## config.mk

```make
export PLATFORM = sky130hd
export DESIGN_NAME = mantissa_aligner
export DESIGN_NICKNAME = d
export VERILOG_FILES = /design/src/rtl/mantissa_aligner.sv
export SDC_FILE = /design/constraint.sdc
export NUM_CORES = 1
export LEC_CHECK = 0
export CAP_MARGIN = 25
export CORE_MARGIN = 1
export CORE_UTILIZATION = 50
export DETAILED_ROUTE_END_ITERATION = 10
export GPL_TIMING_DRIVEN = 0
export PLACE_DENSITY = 0.92
export SYNTH_ARGS = -nofsm -noshare
export SYNTH_HDL_FRONTEND = slang
export SYNTH_SLANG_ARGS = --single-unit
```

## constraint.sdc

```tcl
create_clock -name clk -period 3.6 [get_ports clk]
set_clock_uncertainty 0.05 [all_clocks]
set_input_delay 0.54 -clock clk [delete_from_list [all_inputs] [get_ports clk]]
set_output_delay 0.54 -clock clk [all_outputs]
set_load 0.02 [all_outputs]
```

## src/rtl/mantissa_aligner.sv

```systemverilog
// Float32 adder pre-add alignment: picks the larger exponent and right-shifts the
// smaller mantissa STEP bits per cycle, accumulating guard/round/sticky.
module mantissa_aligner #(
  parameter int unsigned STEP = 4
) (
  input  logic        clk,
  input  logic        rst,
  input  logic        in_valid,
  output logic        in_ready,
  input  logic [7:0]  a_exp,
  input  logic [23:0] a_mant,
  input  logic [7:0]  b_exp,
  input  logic [23:0] b_mant,
  output logic        out_valid,
  input  logic        out_ready,
  output logic [7:0]  exp_out,
  output logic [23:0] big_mant,
  output logic [23:0] small_mant,
  output logic [2:0]  grs,
  output logic        swapped
);

  typedef enum logic [1:0] {IDLE, SHIFT, DONE} state_t;

  localparam logic [4:0] STEP_W = 5'(STEP);
  localparam logic [4:0] MAX_SH = 5'd27;

  state_t      state_q, state_d;
  logic [7:0]  exp_q, exp_d;
  logic [23:0] big_q, big_d;
  logic [26:0] sr_q, sr_d;
  logic [4:0]  cnt_q, cnt_d;
  logic        swap_q, swap_d;

  logic [4:0]  step_s;
  logic [26:0] shifted;
  logic        sticky;
  logic        b_wins;
  logic [7:0]  diff;

  always_ff @(posedge clk) begin
    if (rst) begin
      state_q <= IDLE;
      exp_q   <= '0;
      big_q   <= '0;
      sr_q    <= '0;
      cnt_q   <= '0;
      swap_q  <= 1'b0;
    end else begin
      state_q <= state_d;
      exp_q   <= exp_d;
      big_q   <= big_d;
      sr_q    <= sr_d;
      cnt_q   <= cnt_d;
      swap_q  <= swap_d;
    end
  end

  always_comb begin
    state_d = state_q;
    exp_d   = exp_q;
    big_d   = big_q;
    sr_d    = sr_q;
    cnt_d   = cnt_q;
    swap_d  = swap_q;

    step_s  = (cnt_q > STEP_W) ? STEP_W : cnt_q;
    shifted = sr_q >> step_s;
    // Bit landing in position 0 and every bit shifted past it fold into sticky.
    sticky  = 1'b0;
    for (int unsigned i = 0; i < 27; i++) begin
      if (i <= 32'(step_s)) sticky = sticky | sr_q[i];
    end

    b_wins = (b_exp > a_exp);
    diff   = b_wins ? (b_exp - a_exp) : (a_exp - b_exp);

    case (state_q)
      IDLE: begin
        if (in_valid) begin
          swap_d = b_wins;
          exp_d  = b_wins ? b_exp : a_exp;
          big_d  = b_wins ? b_mant : a_mant;
          sr_d   = {(b_wins ? a_mant : b_mant), 3'b000};
          cnt_d  = (diff > 8'(MAX_SH)) ? MAX_SH : diff[4:0];
          state_d = (cnt_d == 5'd0) ? DONE : SHIFT;
        end
      end
      SHIFT: begin
        sr_d  = {shifted[26:1], sticky};
        cnt_d = cnt_q - step_s;
        if (cnt_d == 5'd0) state_d = DONE;
      end
      DONE: begin
        if (out_ready) state_d = IDLE;
      end
      default: state_d = IDLE;
    endcase
  end

  assign in_ready   = (state_q == IDLE);
  assign out_valid  = (state_q == DONE);
  assign exp_out    = exp_q;
  assign big_mant   = big_q;
  assign small_mant = sr_q[26:3];
  assign grs        = sr_q[2:0];
  assign swapped    = swap_q;

endmodule

```

==> results of run 1 <==
[per-layer routing]
metal	part of all wire [%]	routed length, um
met1	39	6520
met2	49	8190
met3	8.2	1380
met4	4.2	700
met5	0	0
[tightest hold or removal path: stages, from the launching register on]
cell	delay [ps]
dfxtp_1	340
nand2_1	60
a21oi_1	50
[synthesized netlist by cell type (5+ instances only)]
| cell type | number |
|---|---|
| a211oi_1 | 46 |
| a21o_1 | 8 |
| a21oi_1 | 42 |
| a311oi_1 | 17 |
| and2_1 | 6 |
| and3_1 | 6 |
| buf_1 | 5 |
| buf_2 | 11 |
| clkbuf_1 | 30 |
| dfxtp_1 | 67 |
| ha_1 | 16 |
| inv_1 | 20 |
| mux2i_1 | 68 |
| mux4_2 | 10 |
| nand2_1 | 87 |
| nand2b_1 | 6 |
| nand3_1 | 25 |
| nor2_1 | 68 |
| o21ai_0 | 9 |
[layout make-up]
cell class | count | area, um^2 | area share [%]
Buffer | 52 | 269 | 4.10
Clock buffer | 11 | 151 | 2.31
Clock inverter | 5 | 83.8 | 1.28
Inverter | 20 | 75.1 | 1.15
Multi-Input combinational cell | 469 | 3190 | 48.7
Sequential cell | 67 | 1340 | 20.5
Tap cell | 129 | 161 | 2.46
Timing Repair Buffer | 128 | 1280 | 19.5
[registers in the layout, summed over array words and instances (netlist names)]
register and cells:
swapped 1, exp_out 8, sr_q 27, big_mant 24
cnt_q 5, state_q 2
[per-stage QoR]
stage	worst slack (ps)	power [uW]
after floorplan	282	3270
after global placement	-415	4330
after detailed placement	-412	4450
after CTS	69.0	5200
after global routing	7.78	5550
final	247	5250
[worst paths after layout]
check,to,slack [ps],depth (start not counted)
setup / recovery,cnt_q[1],250,13
hold / removal,sr_q[2],440,2
setup reg to reg,state_q[1],250,11
hold reg to reg,sr_q[2],440,2
[what timing repair did]
action | in CTS | in global routing
endpoints found under the setup margin | 2 | 1
gates cloned | 0 | 0
pin swaps | 0 | 0
resized for setup | 3 | 4
[placed cells by master, fill, tap and decap left out, types with 6 or more instances in the layout]
cell type / n
a21o_1: 8
nand3_1: 25
buf_2: 12
inv_1: 20
and2_1: 6
a211oi_1: 46
nor2_1: 67
dfxtp_1: 67
clkbuf_1: 26
nand2b_1: 6
mux4_2: 10
o21ai_0: 9
clkdlybuf4s50_1: 128
ha_1: 16
and3_1: 6
mux2i_1: 68
nand2_1: 87
a311oi_1: 16
a21oi_1: 42
clkbuf_8: 12
[cells by family after synthesis]
family | count (synthesis)
other cells | 1
mux | 80
simple gates | 219
xor+xnor | 6
compound gates | 145
flops | 67
fa+ha+maj | 18
buf+inv | 75
[power breakdown]
group,leakage [uW],internal [uW],switching [uW]
logic,0.00196,1320,1880
clock network,0.000112,430,314
registers,0.000554,1020,290
total,0.00263,2770,2480
==> impl_summary.txt, run 1 <==
----------------------------------------------------
[Synth]
  Average cell area after synthesis ... 7.98 um^2
  Synthesized-area fraction occupied by and/or/nand/nor cells ... 19.8%
  Largest family of logic cells by synthesized area ... compound AO/OA/AOI/OAI gates
  Post-synthesis async set-or-reset flop share ... 0%
  Synth Cell Area ... 0.00488 mm^2
  Multiplexer area fraction after synthesis ... a little under a fifth
  Post-synthesis cell count ... 611
  Complex-gate fraction of the synthesized area ... 20.3%
  Yosys synthesis warning count ... 0
  Arithmetic-cell share of the synthesized area counting full adders, half adders and majority gates ... 4.93%
  Largest cells by area after synthesis ... dfxtp_1 28%, mux2i_1 14%, a211oi_1 7.1%
  Top FF cell, synth ... dfxtp_1
  Fraction of synthesized cell area taken by the top area cell type ... 27.5%
  Unique masters post-synth ... 56
  Synthesized net count ... 697
  Post-synthesis sequential element count ... 67
  Sequential-to-total area share from yosys stat ... 27.5%
  Post-synthesis cell type with the largest combined area ... dfxtp_1
  Count of flip-flops with a built-in enable after synthesis ... 0
  XOR/XNOR Fraction of Synth Area ... 1.08%

[Placement]
  Port Buffer Count ... 128
  Placed Area ... 0.00632 mm^2
  Post-placement cell count ... 868
  Final RePlAce weighted congestion ... around 0.96
  HPWL after detailed placement ... 12800 um

[Setup path]
  CP required ... 3760 ps
  Cell-by-cell trace of the critical path ... clkdlybuf4s50_1 > inv_1 > ha_1 > buf_2 > nand4_1 > a21o_1 > a21o_1 > buf_6 > a311oi_1 > or3_1 > nand4_2 > o31ai_1 > a21oi_1
  Crit path DAT ... 3510 ps
  Maximum fanout along the worst path ... 9
  Launch point of the critical path ... a_exp[6]
  Type of destination of the critical path ... flip-flop
  Largest delay contributor family on the critical path ... compound AO/OA/AOI/OAI gates
  Most frequent cell on the critical path ... a21o_1
  Count of buffering cells on the critical path with inverters included ... 4
  Crit path max-delay cell type ... clkdlybuf4s50_1
  Classification of the worst setup path ... in2reg
  Delay of the slowest cell on the worst path ... 510 ps
  CP startpoint kind ... primary input
  Source of the worst register-to-register timing path ... cnt_q[4]

[CTS]
  Setup fix buffers added after clock tree synthesis ... 0
  TritonCTS Buffers ... 9
  Cts hold-fix bufs ... 0
  Clock latency reported for the late side of the worst-skew pair ... 350 ps
  Clock root buffer ... clkbuf_8
  H-tree depth ... 3
  CTS sink cnt ... 67
  CTS Buffer Depth ... 2
  Clk pin slew, worst setup/hold paths ... 70 ps
  CTS tree ... yes

[STA]
  Hold_ws ... 441 ps
  Pins over their slew limit ... 0
  Headroom to the max-slew limit ... 51.8%
  Final critical delay including setup and external delays ... 3350 ps
  Final cycle utilization of the critical path ... 93.1%
  Unrepaired setup endpoints after global routing ... false
  Count of final hold-check violations ... 0
  Maximum clock rate ... 0.298 GHz
  Transition time of the tightest slew-check pin ... 720 ps
  Final setup TNS ... 0 ps
  Setup violators final ... 0

[Drt]
  Length of the first detailed-routing pass in iterations ... 9
  Average wire length per cell after detail routing ... roughly 19 um
  Detailed Route Iter0 Violations ... 504
  Routed vias/inst ... roughly 6.2
  Residual DRC count ... 0
  Total via count in the routed design ... 5450
  Final antenna-violating net count ... 0
  Overall routed net length ... roughly 17000 um

[Global route]
  Via count of the first global-routing pass ... around 5500
  First-pass GRT wire length ... between 20000 and 30000 um
  Total global-route track usage ... 34.0%
  Global routing met1 resource utilization ... about two fifths
  Met3 global-route usage ... 4.99%
  Maximum number of pins on one net before global-route repair ... 13
  Global route hottest layer ... met2
  Overflow left after global routing ... 0
  Number of antenna violations at the first check in global routing ... 0
  Global routing usage on met2 ... 58.2%

[Die]
  DIE AREA ... roughly 0.010 mm^2
  Initial core utilization ... ~52%
  Core area ... between 0.009 and 0.01 mm^2
  Die Span Y ... 101 um
  Top-Level Pins ... 130
  Rows ... 35
  Die Width ... 101 um

[Flow run]
  Max_cap viols ... 0

[Layout]
  Core Util, Final ... 70.3%
  Finished Layout Cells ... approximately 880
  Post-layout instance area ... 0.00656 mm^2
  Growth of design area from synthesis to finish ... 34.5%
  Filler cell count ... 747
  Fraction of final layout cells with drive strength greater than 1 ... 7.45%
  Diode insertion count for antenna repair ... 0
  Total Nets Final ... 833

[Pwr]
  Worst VDD drop ... 0.460 mV
  Leakage power ... 0.00263 uW
  Power per cell area ... approximately 800 mW/mm^2

[Worst hold path]
  Worst Hold Class ... reg2reg
  Worst Min Path Start ... sr_q[2]

[Run status]
  Outcome ... complete, no violations

----------------------------------------------------
No activity file was read; power rests on OpenSTA's default activity.
==> run 2: changes to the inputs <==
- MAX_ROUTING_LAYER: unset -> met4
==> run 2 against run 1 <==
- via count rose by 0.31%
- combinational power barely moved
- worst setup slack got worse by 38 ps
- critical path depth fell by 2
- power fell by 1.2%
==> impl_summary.txt, run 2 (same netlist as run 1, synthesis figures left out) <==
----------------------------------------------------
[Setup path]
  Reg-to-reg setup timing slack ... 210 ps (was 250 ps)
  Capturing element of the worst setup path ... state_q[1] (was cnt_q[1])
  Source of the worst register-to-register timing path ... cnt_q[4] (unchanged)
  Type of destination of the critical path ... flip-flop (unchanged)
  CP required ... 3800 ps (was 3760 ps)
  CP startpoint kind ... flip-flop (was primary input)
  Destination of the worst register-to-register timing path ... state_q[1] (unchanged)
  Maximum fanout along the worst path ... 19 (was 9)
  Cell count of the worst reg-to-reg path ... 11 (unchanged)
  Classification of the worst setup path ... reg2reg (was in2reg)
  Crit path DAT ... 3600 ps (was 3510 ps)
  Launch point of the critical path ... cnt_q[4] (was a_exp[6])

[STA]
  Pins over their slew limit ... 0 (unchanged)
  Final critical delay including setup and external delays ... 3390 ps (was 3350 ps)
  Maximum clock rate ... 0.295 GHz (was 0.298 GHz)
  Headroom to the max-slew limit ... 52.4% (was 51.8%)
  Transition time of the tightest slew-check pin ... 708 ps (was 720 ps)
  Count of final hold-check violations ... 0 (unchanged)
  Unrepaired setup endpoints after global routing ... false (unchanged)
  Final setup TNS ... 0 ps (unchanged)
  Setup violators final ... 0 (unchanged)
  Final cycle utilization of the critical path ... 94.2% (was 93.1%)

[Placement]
  Post-placement cell count ... 868 (unchanged)
  Final RePlAce weighted congestion ... 0.991 (was 0.964)
  HPWL after detailed placement ... 12600 um (was 12800 um)
  Port Buffer Count ... 128 (unchanged)

[Drt]
  Overall routed net length ... 16700 um (was 16800 um)
  Routed vias/inst ... 6.21 (was 6.19)
  Length of the first detailed-routing pass in iterations ... 5 (was 9)
  Residual DRC count ... 0 (unchanged)
  Final antenna-violating net count ... 0 (unchanged)
  Total via count in the routed design ... 5467 (was 5450)
  Detailed Route Iter0 Violations ... 507 (was 504)
  Average wire length per cell after detail routing ... 19.0 um (was 19.1 um)

[Die]
  Die Width ... 101 um (unchanged)
  Die Span Y ... 101 um (unchanged)
  Core area ... 0.00933 mm^2 (unchanged)
  Top-Level Pins ... 130 (unchanged)
  Rows ... 35 (unchanged)
  Initial core utilization ... 52.3% (unchanged)
  DIE AREA ... 0.0102 mm^2 (unchanged)

[Worst hold path]
  Worst Hold Class ... reg2reg (unchanged)

[CTS]
  Setup fix buffers added after clock tree synthesis ... 0 (unchanged)
  CTS Buffer Depth ... 2 (unchanged)
  Cts hold-fix bufs ... 0 (unchanged)
  Clk pin slew, worst setup/hold paths ... 70 ps (about the same)
  Clock root buffer ... clkbuf_8 (unchanged)
  CTS tree ... yes (unchanged)
  TritonCTS Buffers ... 9 (unchanged)
  CTS sink cnt ... 67 (unchanged)
  Clock latency reported for the late side of the worst-skew pair ... 350 ps (about the same)
  H-tree depth ... 3 (unchanged)

[Pwr]
  Logic pwr share ... 61.6% (was 60.9%)
  Internal power ... 2690 uW (was 2770 uW)
  Net switching share of the total power ... 48.0% (was 47.3%)
  Worst VDD drop ... 0.405 mV (was 0.460 mV)
  Register share of total power ... 25.4% (was 24.9%)
  Net Switching ... 2490 uW (was 2480 uW)
  Leakage power ... 0.00262 uW (was 0.00263 uW)
  Fraction of power consumed by the clock network ... 13.0% (was 14.2%)
  Power per cell area ... 794 mW/mm^2 (was 800 mW/mm^2)

[Layout]
  Leading cell types in the layout, fill and taps excluded ... 128 x clkdlybuf4s50_1, 87 x nand2_1, 68 x nor2_1, 68 x mux2i_1, 67 x dfxtp_1 (was 128 x clkdlybuf4s50_1, 87 x nand2_1, 68 x mux2i_1)
  Filler cell count ... 771 (was 747)
  Largest register FFs ... 27 (unchanged)
  Total Nets Final ... 833 (unchanged)
  Leading cell type in the layout, fill and taps excluded ... clkdlybuf4s50_1 (unchanged)
  Core Util, Final ... 70.0% (was 70.3%)
  Diode insertion count for antenna repair ... 0 (unchanged)
  Fraction of final layout cells with drive strength greater than 1 ... 7.18% (was 7.45%)
  Finished Layout Cells ... 881 (unchanged)
  Growth of design area from synthesis to finish ... 33.8% (was 34.5%)
  Register bank with the most flops ... sr_q (unchanged)

[Global route]
  Maximum number of pins on one net before global-route repair ... 13 (unchanged)
  Number of antenna violations at the first check in global routing ... 0 (unchanged)
  Overflow left after global routing ... 0 (unchanged)
  First-pass GRT wire length ... 26300 um (was 26800 um)
  Via count of the first global-routing pass ... 5380 (was 5476)
  Total global-route track usage ... 34.5% (was 34.0%)

[Flow run]
  Max_cap viols ... 0 (unchanged)

[Run status]
  Outcome ... complete, no violations (unchanged)

----------------------------------------------------
run 2: per-stage QoR:
stage	total power [uW]	area (um^2)	hold slack (ps)	setup WS [ps]
floorplan	3270	4880	474	282
global placement	4350	6320	433	-415
detailed placement	4450	6320	436	-489
CTS	5130	6530	446	53.3
global route	5470	6530	473	24.0
finish	5180	6530	448	208
run 2: final cells by class:
class / instances / area (um^2) / share of cell area, %
inverters: 20 / 75.1 / 1.15
repair buffers: 128 / 1280 / 19.6
plain buffers: 52 / 269 / 4.12
clock inverters: 5 / 61.3 / 0.940
flip-flops and latches: 67 / 1340 / 20.6
well taps: 129 / 161 / 2.47
multi-input cells: 469 / 3180 / 48.8
clock buffers: 11 / 151 / 2.32
run 2: critical path, cell delays in order, from the launching register on:
cell and delay, ps:
dfxtp_1 430, or3_2 260, clkbuf_4 330, nand2_1 110, ha_1 270, or4_1 480
and3_1 210, o31ai_1 270, or3b_1 400, a21oi_2 190, nor2_1 60, a311oi_1 250
run 2: timing repair:
action	in CTS	in global routing
resized for setup	4	0
setup endpoints to repair	2	1
hold endpoints to repair	0	0
cloned	0	0
run 2: metal layers:
metal  vias up  routed length, um  GRT usage (%)
li1       2469                  -              -
met1      2580               6360           39.0
met2       347               8060           58.4
met3        71               1480           5.20
met4         0                833           19.6
met5         -                  0              -
run 2: power by group through the flow:
stage | clock network [uW] | logic (uW) | registers (uW)
finish | 674 | 3190 | 1320
floorplan | 0 | 1760 | 1510
CTS | 672 | 3160 | 1300
detailed placement | 0 | 3130 | 1320
global placement | 0 | 3050 | 1310
global route | 708 | 3430 | 1340
run 2: worst min-delay path by stage:
stage | startpoint | end | slack, ps | cells past startpoint
2_1_floorplan | cnt_q[4] | cnt_q[4] | 470 | 2
3_3_place_gp | sr_q[1] | sr_q[1] | 430 | 2
3_5_place_dp | sr_q[2] | sr_q[2] | 440 | 2
4_1_cts | sr_q[2] | sr_q[2] | 450 | 2
5_1_grt | big_mant[11] | big_mant[11] | 470 | 2
6_report | sr_q[2] | sr_q[2] | 450 | 2
